[src/rtl/accel_muldiv.sv]
// Accelerator-bus responder: iterative 16-cycle unsigned multiply / restoring divide.
// Command, A and B arrive as writes; two result words are popped as reads.
module accel_muldiv #(
  parameter logic [3:0] ACCEL_ID  = 4'd1,
  parameter int         REG_WIDTH = 16
) (
  input  logic                 clk,
  input  logic                 rst,
  input  logic [3:0]           accel_id,
  output logic                 accel_can_read,
  output logic                 accel_can_write,
  input  logic                 accel_read_enable,
  output logic [REG_WIDTH-1:0] accel_read_data,
  input  logic                 accel_write_enable,
  input  logic [REG_WIDTH-1:0] accel_write_data
);
  localparam int W  = REG_WIDTH;
  localparam int CW = $clog2(REG_WIDTH);

  typedef enum logic [2:0] {IDLE, GET_A, GET_B, BUSY, RES_LO, RES_HI} state_t;

  state_t          state;
  logic            cmd_div;
  logic [W-1:0]    op_a, op_b;
  logic [CW-1:0]   cnt;
  // MUL: {partial_hi, multiplier_lo}; DIV: {remainder, quotient/dividend}
  logic [2*W-1:0]  acc;
  logic [2*W-1:0]  acc_nxt;
  logic [W:0]      mul_sum, div_shift, div_diff;
  logic            sel, wr_ok, rd_ok, wr_acc, rd_acc;

  assign sel    = (accel_id == ACCEL_ID);
  assign wr_ok  = (state == IDLE) || (state == GET_A) || (state == GET_B);
  assign rd_ok  = (state == RES_LO) || (state == RES_HI);
  assign wr_acc = accel_write_enable && sel && wr_ok;
  assign rd_acc = accel_read_enable && sel && rd_ok;

  assign accel_can_write = sel && wr_ok;
  assign accel_can_read  = sel && rd_ok;
  assign accel_read_data = !(sel && rd_ok)  ? '0 :
                           (state == RES_HI) ? acc[2*W-1:W] : acc[W-1:0];

  always_comb begin
    mul_sum   = {1'b0, acc[2*W-1:W]} + (acc[0] ? {1'b0, op_b} : '0);
    div_shift = {acc[2*W-1:W], acc[W-1]};
    div_diff  = div_shift - {1'b0, op_b};
    acc_nxt   = {mul_sum, acc[W-1:1]};
    if (cmd_div) begin
      // Borrow clear means the trial subtraction fits: keep it, quotient bit 1.
      if (!div_diff[W]) acc_nxt = {div_diff[W-1:0], acc[W-2:0], 1'b1};
      else              acc_nxt = {div_shift[W-1:0], acc[W-2:0], 1'b0};
    end
  end

  always_ff @(posedge clk or negedge rst) begin
    if (!rst) begin
      state   <= IDLE;
      cmd_div <= 1'b0;
      op_a    <= '0;
      op_b    <= '0;
      cnt     <= '0;
      acc     <= '0;
    end else begin
      case (state)
        IDLE: if (wr_acc) begin
          cmd_div <= accel_write_data[0];
          state   <= GET_A;
        end
        GET_A: if (wr_acc) begin
          op_a  <= accel_write_data;
          state <= GET_B;
        end
        GET_B: if (wr_acc) begin
          op_b  <= accel_write_data;
          acc   <= {{W{1'b0}}, op_a};
          cnt   <= '0;
          state <= BUSY;
        end
        BUSY: begin
          acc <= acc_nxt;
          cnt <= cnt + 1'b1;
          if (cnt == CW'(REG_WIDTH - 1)) state <= RES_LO;
        end
        RES_LO: if (rd_acc) state <= RES_HI;
        RES_HI: if (rd_acc) state <= IDLE;
        default: state <= IDLE;
      endcase
    end
  end
endmodule

[config.mk]
export PLATFORM = sky130hd
export DESIGN_NAME = accel_muldiv
export DESIGN_NICKNAME = d
export VERILOG_FILES = /design/src/rtl/accel_muldiv.sv
export SDC_FILE = /design/constraint.sdc
export NUM_CORES = 1
export LEC_CHECK = 0
export ABC_AREA = 1
export BUFFER_PORTS_ARGS = -buffer_cell sky130_fd_sc_hd__buf_2
export CAP_MARGIN = 15
export CORE_ASPECT_RATIO = 0.75
export CORE_MARGIN = 2
export CORE_UTILIZATION = 30
export CTS_BUF_LIST = sky130_fd_sc_hd__clkbuf_4 sky130_fd_sc_hd__clkbuf_8 sky130_fd_sc_hd__clkbuf_16
export CTS_CLUSTER_SIZE = 20
export DETAILED_ROUTE_END_ITERATION = 12
export PLACE_DENSITY = 0.47
export SLEW_MARGIN = 20
export SYNTH_ARGS = -nofsm -noshare
export SYNTH_HDL_FRONTEND = slang
export SYNTH_SLANG_ARGS = --single-unit
[constraint.sdc]
create_clock -name clk -period 3.3 [get_ports clk]
set_clock_uncertainty 0.05 [all_clocks]
set_input_delay 0 -clock clk [delete_from_list [all_inputs] [get_ports clk]]
set_output_delay 0 -clock clk [all_outputs]
set_load 0.05 [all_outputs]
=== Yosys cells after proc, flatten, opt, wreduce, memory -nomap -nowiden ===
Index checks and enable logic that the tools add are counted.
W data, S select, Z words.

* Bits in registers: 72
* Input port bits: 24
* Output and inout port bits: 18
* Word-level logic and storage cells: 54

* $add $sub $neg: 3
* Eq/ne operators: 13
* Multiplexer cells: 16
* Reductions and logical operators: 16

{| class="wikitable"
|+ Operators with widths
! cell !! number
|-
| $mux W32 || 3
|-
| $pmux W32 S2 || 1
|-
| $mux W16 || 3
|-
| $mux W3 || 6
|-
| $pmux W3 S6 || 1
|-
| $add A16 B16 Y17 || 1
|-
| $sub A17 B16 Y17 || 1
|-
| $ne A2 B2 Y1 const B || 6
|-
| $pmux W4 S2 || 1
|-
| $reduce_and A2 Y1 || 4
|-
| $eq A3 B2 Y1 const B || 2
|-
| $eq A3 B3 Y1 const B || 2
|-
| $logic_and A1 B1 Y1 || 6
|-
| $reduce_and A6 Y1 || 1
|-
| $add A4 B1 Y4 const B || 1
|-
| $eq A4 B1 Y1 const B || 1
|-
| $eq A4 B4 Y1 const B || 1
|-
| $mux W4 || 1
|-
| $eq A3 B1 Y1 const B || 1
|-
| $logic_not A3 Y1 || 1
|-
| $logic_or A1 B1 Y1 || 3
|-
| $reduce_bool A2 Y1 || 1
|}

=== Depth between registers and ports, before layout ===
* Depth in word-level cells: 6
* Depth in mapped cells: 19
* Depth with buffers taken out: 18

=== Least setup slack after synthesis ===
No wires, ideal clock.

* Path kind: reg2reg
* Start: reg acc[0]
* End: reg acc[21]
* Setup time: 120 ps
* Arrival time: 2155 ps
* Data required time: 3130 ps
* Setup slack: 975 ps
* Cell stages (with the launch flop): 19
* Path buffers: 1
* Period minus slack after synthesis: 2325 ps
* Path through: dfrtp_1 clkbuf_1 nand2_1 inv_1 ha_1 inv_1 fa_1 inv_1 nand3_1 nand2_1 inv_1 o21ai_0 inv_1 nand2_1 nand2_1 o21ai_0 inv_1 o21ai_1 nand2_1

* Longest elaborated chain between the ends: 4

{| class="wikitable"
|+ Ends and longest elaborated chain
! what !! RTL line !! RTL
|-
| from (decl) || 27 || <nowiki>logic [2*W-1:0] acc;</nowiki>
|-
| from (signal assigned) || 75 || <nowiki>acc <= {{W{1'b0}}, op_a};</nowiki>
|-
| from (signal assigned) || 80 || <nowiki>acc <= acc_nxt;</nowiki>
|-
| $mux W16 || 44 || <nowiki>mul_sum = {1'b0, acc[2*W-1:W]} + (acc[0] ? {1'b0, op_b} : '0);</nowiki>
|-
| $add A16 B16 Y17 || 44 ||
|-
| $mux W32 || 48 || <nowiki>if (cmd_div) begin</nowiki>
|-
| $pmux W32 S2 || 64 || <nowiki>case (state)</nowiki>
|}

No other way between the ends.
A chain may end at the register's enable or synchronous reset.

=== Worst setup path after layout ===
* Start: reg acc[15]
* End: reg acc[26]

* Longest elaborated chain between the ends: 4

{| class="wikitable"
|+ Ends and longest elaborated chain
! what !! RTL line !! RTL
|-
| $sub A17 B16 Y17 || 46 || <nowiki>div_diff = div_shift - {1'b0, op_b};</nowiki>
|-
| $mux W32 || 50 || <nowiki>if (!div_diff[W]) acc_nxt = {div_diff[W-1:0], acc[W-2:0], 1'b1};</nowiki>
|-
| $mux W32 || 48 ||
|-
| $pmux W32 S2 || 64 ||
|}

No other way between the ends.

==> metrics <==
status=finished clean; nets@finish=1,020; most frequent cells in the layout=317 x nand2_1, 140 x inv_1, 72 x dfrtp_1; Buf/Inv on CP=2; drt via density=between 4 and 5; Diodes inserted=0; Yosys reg bits=between 70 and 80; sw power=between 0.003 and 0.004 W; Sw Ratio=roughly half; via count=~5,800; critical path startpoint category=flip-flop; largest net degree at the start of global routing=73; CTS H-tree lvls=3; Placed Instances=1,185; register area share after synthesis=30.6%; Max transition margin=about a third; Slew Viols, Final=0; die width=between 150 and 200 um; Syn Inst Count=913; maxcap violations=0; P_leak=3.74 nW; Slew @ Worst Pin=approximately 0.99 ns; final number of hold-violating endpoints=0; crit-path leading delay family=simple AND/OR/NAND/NOR gates; DR DRC count=0; Placer Congestion=about 0.83; clock buffer count from CTS=9; Mapped Area=roughly 0.0059 mm^2; peak supply drop=around 0.38 mV; DRT antenna net count=0; Hold Slack=a little under 0.009 ns; initial antenna violation count=0; Clock Root Buffer=clkbuf_16; Die Span Y=about 130 um; post-CTS setup buffer count=0; Final Instance Count excl. Fillers=roughly 1,200; Total GRT Usage=between 10% and 20%; largest cells by area after synthesis=dfrtp_1 31%, nand2_1 20%, inv_1 8.9%, ha_1 7.0%, nand3_1 5.3%; PostCTS Resize Cnt=0; min cycle time layout=2.58 ns; clock power share=between 15 and 20%; period utilisation layout=between 70 and 80%; PD cells=approximately 1100 mW/mm^2; Max stage delay on crit path=0.41 ns; first-pass GRT wire length=about 30,000 um; Port Buffers=41; CTS Sinks=just over 70; largest area contributor in the netlist=dfrtp_1; top_reg_cell synth=dfrtp_1; setup ws final=slightly above 0.7 ns; Core ar.=between 0.015 and 0.02 mm^2; drt pass-1 iters=5; Clock Path Buffers=2; layout cells sized above 1=around 11%; Boundary Pins=between 40 and 50; r2r setup slk=just over 0.7 ns; CP arrival=between 2 and 3 ns; combinational share of power=61.6%; slowest CP cell=fa_1; Post-synth EDFFs=0; asr flop ratio synth=100%; Crit path required time=3.53 ns; total number of yosys warnings=0; cell row count=44; Post-Route WL=between 15,000 and 20,000 um; Die Area=approximately 0.021 mm^2; hold buffers post-CTS=18; final setup fails=0; sequential fraction of design power=a little under a quarter; DR iter-0 viols=398; CTS tree=yes; DR WL/cell=15.1 um; mean post-synth cell area=approximately 6.5 um^2; Netlist cell types=40; Reg clk slew, reported paths=approximately 0.070 ns; final-layout fill cell count=2,140; worst-path cell chain=inv_1 > ha_1 > fa_1 > inv_1 > nand2_1 > nand2_1 > nand3_1 > nand2_2 > nand2_4 > nand2_4 > nand2_4 > nand2_4 > nand2_1 > nand3_1 > nand3_1 > nand2_1; Initial Util=between 30% and 40%; Overflow after GRT=0; vias in the first global route=~5,500; pre-CTS setup slack=between 0.7 and 0.8 ns; Post-Syn Nets=slightly below 1,000; CP max FO=13; Skew-Pair Late Insertion Delay=around 0.35 ns; unrepaired setup endpoints after global routing=no; element type at the critical path end=flip-flop; Max Freq=0.387 GHz; Detailed Place HPWL=around 14,000 um; Internal=0.00349 W; Synth-to-Final Area Change=16.1%; commonest non-fill, non-tap cell in the layout=nand2_1; WS Path Type=flip-flop to flip-flop; Total Neg Setup Slack=0 ns; Hold Path Class=primary input to flip-flop; share of the synthesized area in the top cell type=30.6%
[synth_stat cells, types with 6 or more instances]
library cell,number
a21oi_1,42
a31oi_1,16
clkbuf_1,19
dfrtp_1,72
ha_1,33
inv_1,140
nand2_1,317
nand2_2,8
nand3_1,62
nand4_1,6
nor2_1,55
nor3_1,8
o211ai_1,15
o21ai_0,49
or2_2,12
xor2_1,6
[final cells by class]
class	instances	area, um^2	share of cell area, %
clock inverters	6	92.6	1.35
inverters	145	544	7.95
well taps	253	317	4.63
flip-flops and latches	72	1800	26.3
clock buffers	10	233	3.40
multi-input cells	666	3400	49.7
repair buffers	67	452	6.60
[cells by family after synthesis]
group,share of synthesized area (%)
buffers and inverters,11.8
adder cells (fa/ha/maj),7.68
flip-flops,30.6
XOR/XNOR,1.19
AO/OA/AOI/OAI,13.2
AND/OR/NAND/NOR,35.6
[layer usage]
layer  GRT usage, %  wire, um  vias to the layer above
met1           28.1     10100                     2641
met5              0         0                        -
met4           3.53       178                        0
li1               -         -                     2994
met2           26.4      7240                      135
met3           2.75       830                       11
[registers in the layout, indices dropped and copies added (netlist names)]
name,cells
op_a,16
acc,32
state,3
op_b,16
cmd_div,1
cnt,4
[final timing paths]
check                                    from  depth (start not counted)       end
max in group asynchronous                 rst                          2   acc[29]
min                        accel_write_enable                          5   cmd_div
min reg2reg                           op_a[9]                          2   op_a[9]
min in group asynchronous                 rst                          2  state[0]
max reg2reg                           acc[15]                         16   acc[26]
max                                   acc[15]                         16   acc[26]
[tightest hold or removal path, stage by stage]
cell and delay, ns:
buf_2 0.11, nand2_1 0.07, nor2_1 0.05, nand2_1 0.07, a21oi_1 0.06
[power groups by stage]
| stage | sequential (W) | clock, W | combinational [W] |
|---|---|---|---|
| floorplan | 0.00152 | 0 | 0.00356 |
| global placement | 0.00170 | 0 | 0.00445 |
| detailed placement | 0.00170 | 0 | 0.00444 |
| CTS | 0.00169 | 0.00113 | 0.00449 |
| global route | 0.00175 | 0.00117 | 0.00515 |
| finish | 0.00169 | 0.00111 | 0.00448 |
[metrics by stage]
stage	utilization [%]	total power (W)	instance area (um^2)
after floorplan	-	0.00508	5890
after global placement	32.8	0.00615	6330
after detailed placement	32.8	0.00615	6330
after CTS	35.4	0.00730	6840
after global routing	35.4	0.00806	6840
final	35.4	0.00728	6840
(Power assumes the default switching activity.)
